--- src/rtl/dmem_pkg.sv ---
// -----------------------------------------------------------------------------
// dmem_pkg
// Shared types and constants for the slow byte-addressed data memory
// (data_memory_ctrl) and its latency counter.
//   state_t  : controller FSM states (IDLE, ACCESS, DONE)
//   op_t     : latched operation type (OP_READ, OP_WRITE)
//   DMEM_*   : default width/latency constants
//   CNT_W    : latency counter width (covers LATENCY 1..15)
//   STAT_MAX : saturation limit for the optional access statistics
// -----------------------------------------------------------------------------
package dmem_pkg;

  typedef enum logic [1:0] {
    IDLE   = 2'd0,
    ACCESS = 2'd1,
    DONE   = 2'd2
  } state_t;

  typedef enum logic {
    OP_READ  = 1'b0,
    OP_WRITE = 1'b1
  } op_t;

  localparam int          DMEM_DATA_W  = 8;
  localparam int          DMEM_ADDR_W  = 8;
  localparam int          DMEM_LATENCY = 5;
  localparam int          CNT_W        = 4;
  localparam logic [15:0] STAT_MAX     = 16'hFFFF;

  // Increment that sticks at STAT_MAX instead of wrapping.
  function automatic logic [15:0] sat_inc(input logic [15:0] v);
    return (v == STAT_MAX) ? v : v + 16'd1;
  endfunction

endpackage

--- src/rtl/data_memory_ctrl_if.sv ---
// -----------------------------------------------------------------------------
// data_memory_ctrl_if
// CPU <-> data memory load/store bus.
//   READ, WRITE  : request strobes (CPU -> memory)
//   ADDRESS      : byte address     (CPU -> memory)
//   WRITEDATA    : store data       (CPU -> memory)
//   READDATA     : load result      (memory -> CPU)
//   BUSYWAIT     : stall            (memory -> CPU)
// Modports: master (CPU side), slave (memory side).
// -----------------------------------------------------------------------------
interface data_memory_ctrl_if #(
  parameter int DATA_W = 8,
  parameter int ADDR_W = 8
);
  logic              READ;
  logic              WRITE;
  logic [ADDR_W-1:0] ADDRESS;
  logic [DATA_W-1:0] WRITEDATA;
  logic [DATA_W-1:0] READDATA;
  logic              BUSYWAIT;

  modport master (
    output READ, WRITE, ADDRESS, WRITEDATA,
    input  READDATA, BUSYWAIT
  );

  modport slave (
    input  READ, WRITE, ADDRESS, WRITEDATA,
    output READDATA, BUSYWAIT
  );
endinterface

--- src/rtl/dmem_latency_counter.sv ---
// -----------------------------------------------------------------------------
// dmem_latency_counter
// Loadable down-counter that times one memory access.
//   CLK        : clock, rising edge
//   RESET      : asynchronous active-low reset (counter -> 0)
//   load_i     : load load_val_i (takes priority over dec_i)
//   dec_i      : decrement by one, holding at zero
//   load_val_i : value to load
//   zero_o     : counter currently equals zero
// -----------------------------------------------------------------------------
module dmem_latency_counter
  import dmem_pkg::*;
(
  input  logic             CLK,
  input  logic             RESET,
  input  logic             load_i,
  input  logic             dec_i,
  input  logic [CNT_W-1:0] load_val_i,
  output logic             zero_o
);

  logic [CNT_W-1:0] cnt_q;

  always_ff @(posedge CLK or negedge RESET) begin
    if (!RESET) begin
      cnt_q <= '0;
    end else if (load_i) begin
      cnt_q <= load_val_i;
    end else if (dec_i && (cnt_q != '0)) begin
      cnt_q <= cnt_q - CNT_W'(1);
    end
  end

  assign zero_o = (cnt_q == '0);

endmodule

--- src/rtl/data_memory_ctrl.sv ---
// -----------------------------------------------------------------------------
// data_memory_ctrl
// Slow byte-addressed data memory for the 8-bit single-cycle datapath. A load
// or store is accepted in IDLE, takes LATENCY cycles in ACCESS, and completes
// into a one-cycle DONE state in which the CPU advances.
//   CLK         : clock, rising edge
//   RESET       : asynchronous active-low reset (aborts any access in flight)
//   bus         : data_memory_ctrl_if.slave (READ, WRITE, ADDRESS, WRITEDATA
//                 in; READDATA registered out, BUSYWAIT out)
//   READ_COUNT  : completed reads, saturating  (only with DMEM_STATS_EN)
//   WRITE_COUNT : completed writes, saturating (only with DMEM_STATS_EN)
// Optional feature macro: DMEM_STATS_EN adds the two statistics ports.
// -----------------------------------------------------------------------------
module data_memory_ctrl
  import dmem_pkg::*;
#(
  parameter int DATA_W  = DMEM_DATA_W,
  parameter int ADDR_W  = DMEM_ADDR_W,
  parameter int LATENCY = DMEM_LATENCY
) (
  input  logic               CLK,
  input  logic               RESET,
  data_memory_ctrl_if.slave  bus
`ifdef DMEM_STATS_EN
  ,
  output logic [15:0]        READ_COUNT,
  output logic [15:0]        WRITE_COUNT
`endif
);

  localparam int               DEPTH    = 2 ** ADDR_W;
  localparam logic [CNT_W-1:0] LOAD_VAL = CNT_W'(LATENCY - 1);

  state_t            state_q;
  op_t               op_q;
  logic [ADDR_W-1:0] addr_q;
  logic [DATA_W-1:0] wdata_q;
  logic [DATA_W-1:0] rdata_q;
  logic [DATA_W-1:0] mem_q [DEPTH];

  logic req_valid;
  logic accept;
  logic in_access;
  logic cnt_zero;
  logic finish;
  logic mem_we;

  // READ and WRITE together is an illegal request and is simply not accepted.
  assign req_valid = bus.READ ^ bus.WRITE;
  assign accept    = (state_q == IDLE) && req_valid;
  assign in_access = (state_q == ACCESS);
  assign finish    = in_access && cnt_zero;
  assign mem_we    = finish && (op_q == OP_WRITE);

  dmem_latency_counter u_latency_counter (
    .CLK        (CLK),
    .RESET      (RESET),
    .load_i     (accept),
    .dec_i      (in_access),
    .load_val_i (LOAD_VAL),
    .zero_o     (cnt_zero)
  );

  // Controller FSM. Requests seen in DONE are deliberately ignored so a
  // request the CPU still holds is not executed a second time.
  always_ff @(posedge CLK or negedge RESET) begin
    if (!RESET) begin
      state_q <= IDLE;
      op_q    <= OP_READ;
      addr_q  <= '0;
      wdata_q <= '0;
      rdata_q <= '0;
    end else begin
      case (state_q)
        IDLE: begin
          if (req_valid) begin
            op_q    <= bus.WRITE ? OP_WRITE : OP_READ;
            addr_q  <= bus.ADDRESS;
            wdata_q <= bus.WRITEDATA;
            state_q <= ACCESS;
          end
        end
        ACCESS: begin
          if (cnt_zero) begin
            if (op_q == OP_READ) begin
              rdata_q <= mem_q[addr_q];
            end
            state_q <= DONE;
          end
        end
        DONE:    state_q <= IDLE;
        default: state_q <= IDLE;
      endcase
    end
  end

  // The array has no reset: contents survive RESET. The write strobe depends
  // on state_q, so an access aborted by reset never reaches the array.
  always_ff @(posedge CLK) begin
    if (mem_we) begin
      mem_q[addr_q] <= wdata_q;
    end
  end

  // Stall is raised combinationally in the request cycle so the CPU holds
  // immediately; it is forced low while reset is asserted.
  assign bus.BUSYWAIT = RESET && (in_access || accept);
  assign bus.READDATA = rdata_q;

`ifdef DMEM_STATS_EN
  logic [15:0] rd_cnt_q, rd_cnt_d;
  logic [15:0] wr_cnt_q, wr_cnt_d;

  always_comb begin
    rd_cnt_d = rd_cnt_q;
    wr_cnt_d = wr_cnt_q;
    if (finish) begin
      if (op_q == OP_READ) rd_cnt_d = sat_inc(rd_cnt_q);
      else                 wr_cnt_d = sat_inc(wr_cnt_q);
    end
  end

  always_ff @(posedge CLK or negedge RESET) begin
    if (!RESET) begin
      rd_cnt_q <= '0;
      wr_cnt_q <= '0;
    end else begin
      rd_cnt_q <= rd_cnt_d;
      wr_cnt_q <= wr_cnt_d;
    end
  end

  assign READ_COUNT  = rd_cnt_q;
  assign WRITE_COUNT = wr_cnt_q;
`endif

endmodule

--- src/flat_wrapper.sv ---
// flat-port wrapper written by rule: the top's interface ports become plain ports
module data_memory_ctrl_flat import dmem_pkg::*;
#(
  parameter int DATA_W  = DMEM_DATA_W,
  parameter int ADDR_W  = DMEM_ADDR_W,
  parameter int LATENCY = DMEM_LATENCY
)
  (CLK, RESET, bus_READ, bus_WRITE, bus_ADDRESS, bus_WRITEDATA, bus_READDATA, bus_BUSYWAIT);
  data_memory_ctrl_if #(.DATA_W(DATA_W), .ADDR_W(ADDR_W)) bus_i ();
  input  logic CLK;
  input  logic RESET;
  input wire logic [$bits(bus_i.READ)-1:0] bus_READ;
  input wire logic [$bits(bus_i.WRITE)-1:0] bus_WRITE;
  input wire logic [$bits(bus_i.ADDRESS)-1:0] bus_ADDRESS;
  input wire logic [$bits(bus_i.WRITEDATA)-1:0] bus_WRITEDATA;
  output wire logic [$bits(bus_i.READDATA)-1:0] bus_READDATA;
  output wire logic [$bits(bus_i.BUSYWAIT)-1:0] bus_BUSYWAIT;
  assign bus_i.READ = bus_READ;
  assign bus_i.WRITE = bus_WRITE;
  assign bus_i.ADDRESS = bus_ADDRESS;
  assign bus_i.WRITEDATA = bus_WRITEDATA;
  assign bus_READDATA = bus_i.READDATA;
  assign bus_BUSYWAIT = bus_i.BUSYWAIT;
  data_memory_ctrl #(.DATA_W(DATA_W), .ADDR_W(ADDR_W), .LATENCY(LATENCY)) u_core (.CLK(CLK), .RESET(RESET), .bus(bus_i));
endmodule
--- config.mk ---
export PLATFORM = sky130hd
export DESIGN_NAME = data_memory_ctrl_flat
export DESIGN_NICKNAME = d
export VERILOG_FILES = /design/src/rtl/dmem_pkg.sv /design/src/rtl/data_memory_ctrl_if.sv /design/src/rtl/dmem_latency_counter.sv /design/src/rtl/data_memory_ctrl.sv /design/src/flat_wrapper.sv
export SDC_FILE = /design/constraint.sdc
export NUM_CORES = 2
export LEC_CHECK = 0
export ABC_AREA = 1
export CORE_MARGIN = 4
export CORE_UTILIZATION = 45
export DETAILED_ROUTE_END_ITERATION = 10
export HOLD_SLACK_MARGIN = 0.1
export MAX_ROUTING_LAYER = met4
export SYNTH_ARGS = -nofsm -noshare
export SYNTH_HDL_FRONTEND = slang
export SYNTH_SLANG_ARGS = --single-unit
--- constraint.sdc ---
create_clock -name CLK -period 4.32 [get_ports CLK]
set_input_delay 0.432 -clock CLK [delete_from_list [all_inputs] [get_ports CLK]]
set_output_delay 0.432 -clock CLK [all_outputs]
set_load 0.05 [all_outputs]
==> impl_metrics.env <==
export IMPL_yosys_area_share_simple_pct=23.0
export IMPL_finalSetupViolCount=0
export IMPL_cts_inserted_buffers=207
export IMPL_grt_use_met1_pct=34.1
export IMPL_ios=29
export IMPL_clock_root_buffer="clkbuf_16"
export IMPL_syn_nets=7657
export IMPL_skew_ns=0.0710
export IMPL_avgSynthCellArea_um2=11.1
export IMPL_p_sw_uw=25300
export IMPL_yosysWarnings=0
export IMPL_internal_power_uw=39800
export IMPL_worst_setup_path_type="reg2reg"
export IMPL_combPwrFrac_pct=32.8
export IMPL_rows=158
export IMPL_cts_setup_buffers=0
export IMPL_drtIter0Drc=6487
export IMPL_met3_usage_pct=3.88
export IMPL_syn2layout_area_growth_pct=11.9
export IMPL_p_leak_uw=0.0355
export IMPL_cts_buffer_depth=3
export IMPL_nNetsFinal=7643
export IMPL_clock_latency_ns=0.87
export IMPL_place_inst=9885
export IMPL_whs_ns=0.148
export IMPL_drv_cap=0
export IMPL_grt_max_degree=148
export IMPL_switching_share_pct=38.9
export IMPL_hold_class="in2reg"
export IMPL_grtUsageMet2_pct=37.8
export IMPL_core_um2=186000
export IMPL_final_max_slew_viol_count=0
export IMPL_cp_end_kind="flip-flop"
export IMPL_post_synth_fa_ha_maj_area_fraction_pct=0.0148
export IMPL_drive_above_1_share_pct=6.30
export IMPL_power_uw=65100
export IMPL_outcome="finished, final reports clean"
export IMPL_dieArea_um2=195000
export IMPL_clkTransAtPathRegs_ns=0.07
export IMPL_viasPerCell=5.46
export IMPL_ys_seq_area_share_pct=73.6
export IMPL_drc=0
export IMPL_first_pass_iters=8
export IMPL_arrival_ns=4.45
export IMPL_rsz0062_at_grt="false"
export IMPL_power_frac_seq_pct=40.2
export IMPL_synth_xor_area_share_pct=0
export IMPL_hold_violations=0
export IMPL_gp_congestion=0.864
export IMPL_ys_seq_elements=2079
export IMPL_die_y_um=442
export IMPL_fp_dieW_um=442
export IMPL_finalCritPeriodShare_pct=84.4
export IMPL_syn_area_um2=84600
export IMPL_clock_sinks=2079
export IMPL_syn_inst=7636
export IMPL_drt_total_wl_um=241000
export IMPL_via_count=56100
export IMPL_synthMuxAreaShare_pct=0
export IMPL_grt_pass1_wl_um=356000
export IMPL_initial_core_util_pct=45.4
export IMPL_cts_tree="done"
export IMPL_antenna_left=0
export IMPL_grt_pass1_vias=54000
export IMPL_startpoint_type="flip-flop"
export IMPL_tns_ns=0
export IMPL_relSlewSlack_pct=10.8
export IMPL_wl_per_cell_um=23.4
export IMPL_critPathMaxFanout=125
export IMPL_worst_ep_required_time_ns=5.12
export IMPL_grt_remaining_overflow=0
export IMPL_gr_usage_all_layers_pct=24.8
export IMPL_grt_antenna_before_repair=6
export IMPL_p_clk_share_pct=27.0
export IMPL_synth_top_family_by_area="simple AND/OR/NAND/NOR gates"
export IMPL_yosysUniqueCellTypes=27
export IMPL_p_per_area_nw_per_um2=687
export IMPL_synth_compound_area_share_pct=0.934
export IMPL_clock_fmax_mhz=274
export IMPL_busiest_layer="met2"
export IMPL_dpl_hpwl_um=138000
export IMPL_io_buffers=28
export IMPL_min_period_ns=3.65
export IMPL_max_vdd_ir_drop_v=0.000724
export IMPL_worstMarginPinSlew_ns=1.33
export IMPL_final_cells=10300
export IMPL_cts_max_level=4
synth_stat cells:
| cell type | n | area (um^2) |
|---|---|---|
| a21boi_0 | 1 | 7.51 |
| buf_6 | 2 | 22.5 |
| nor2_4 | 1 | 11.3 |
| o21ai_0 | 64 | 320 |
| nor3_1 | 2 | 10.0 |
| inv_1 | 25 | 93.8 |
| nand3_1 | 378 | 1890 |
| or2_2 | 1 | 6.26 |
| ha_1 | 1 | 12.5 |
| o22ai_1 | 1 | 6.26 |
| a21oi_1 | 68 | 340 |
| buf_2 | 236 | 1180 |
| buf_4 | 15 | 113 |
| nor3_2 | 4 | 40.0 |
| a31oi_1 | 1 | 6.26 |
| clkinv_1 | 1 | 3.75 |
| edfxtp_1 | 2048 | 61500 |
| dfrtp_1 | 31 | 776 |
| clkbuf_1 | 115 | 432 |
| inv_4 | 1 | 6.26 |
| nand2_1 | 3809 | 14300 |
| buf_1 | 53 | 199 |
| nor2_2 | 2 | 12.5 |
| nor2_1 | 597 | 2240 |
| nand4_1 | 156 | 976 |
| o21ai_1 | 22 | 110 |
| inv_2 | 1 | 3.75 |
what timing repair did:
action,4_1_cts,5_1_grt
resized for setup,0,0
hold endpoints to repair,38,0
hold buffers,8,0
path summary, 6_finish.rpt:
kind / end / cells after the start / startpoint / slack [ns]
worst max-delay path: u_core.bus.READDATA[0] / 16 / u_core.addr_q[0] / 0.67
worst min-delay path: u_core.addr_q[4] / 3 / bus_ADDRESS[4] / 0.15
worst max register to register: u_core.bus.READDATA[0] / 16 / u_core.addr_q[0] / 0.67
worst min register to register: u_core.u_latency_counter.cnt_q[3] / 2 / u_core.u_latency_counter.cnt_q[3] / 0.56
max in group asynchronous: u_core.addr_q[1] / 3 / RESET / 3.65
min in group asynchronous: u_core.wdata_q[6] / 3 / RESET / 0.17
through the flow:
stage	util (%)	instance area, um^2	worst slack [ns]
2_1_floorplan	-	84600	0.333
3_3_place_gp	47.3	88000	0.735
3_5_place_dp	47.3	88000	0.733
4_1_cts	50.8	94700	0.682
5_1_grt	50.9	94700	0.484
6_report	50.9	94700	0.672
cell families (layout without fill, tap and decap cells):
| family | Yosys count | after routing |
|---|---|---|
| flip-flops | 2079 | 2079 |
| buffers and inverters | 449 | 609 |
| other | 0 | 7 |
| adder cells (fa/ha/maj) | 1 | 1 |
| AND/OR/NAND/NOR | 4950 | 4950 |
| AO/OA/AOI/OAI | 157 | 157 |
final cells by class:
cell class	instances	area, um^2
repair buffers	198	2160
flip-flops and latches	2079	62300
inverters	28	134
fillers	16400	91500
multi-input cells	5108	20400
well taps	2480	3100
clock buffers	258	5440
diodes	7	17.5
clock inverters	125	1170
worst max-delay path, stage by stage, from the launching register on:
cell	delay, ns
dfrtp_4	0.74
inv_16	0.24
nor2_4	0.25
buf_12	0.37
buf_4	0.47
nand2_1	0.11
nand4_1	0.10
nand2_1	0.08
nand2_1	0.09
nor2_1	0.04
nor2_1	0.38
nor2_1	0.15
nand2_1	0.12
nand2_1	0.05
nand2_1	0.12
nor2_1	0.06
nor2_1	0.08
registers in the layout, indices dropped and copies added, names as in the netlist:
| name | count |
|---|---|
| u_core.mem_q | 2048 |
| u_core.addr_q | 8 |
| u_core.bus.READDATA | 8 |
| u_core.op_q | 1 |
| u_core.u_latency_counter.cnt_q | 4 |
| u_core.state_q | 2 |
| u_core.wdata_q | 8 |
power by group through the flow:
stage	clock, uW	combinational (uW)	sequential (uW)
after CTS	17800	21300	26200
after detailed placement	0	21200	26600
final	17600	21400	26200
after floorplan	0	11500	27600
after global routing	18700	23200	26200
after global placement	0	21100	26600
placed cells by master, fill, tap and decap left out, types with 13 or more instances in the layout:
cell	netlist	final
o21ai_0	64	64
bufinv_16	0	13
clkbuf_16	0	207
nand3_1	378	378
dfrtp_1	31	21
a21oi_1	68	68
inv_1	25	25
nand2_1	3809	3793
clkinv_2	0	38
nor2_1	597	593
clkbuf_1	115	44
buf_12	0	47
buf_4	15	115
nand2_2	0	16
clkdlybuf4s50_1	0	27
nand4_1	156	156
edfxtp_1	2048	2048
o21ai_1	22	22
clkinv_1	1	53
per-layer routing:
metal | vias to the layer above | routed length (um)
li1 | 25700 | -
met1 | 27500 | 101000
met2 | 2491 | 111000
met3 | 479 | 19700
met4 | 0 | 9440
met5 | - | 0
(Power assumes the default switching activity.)
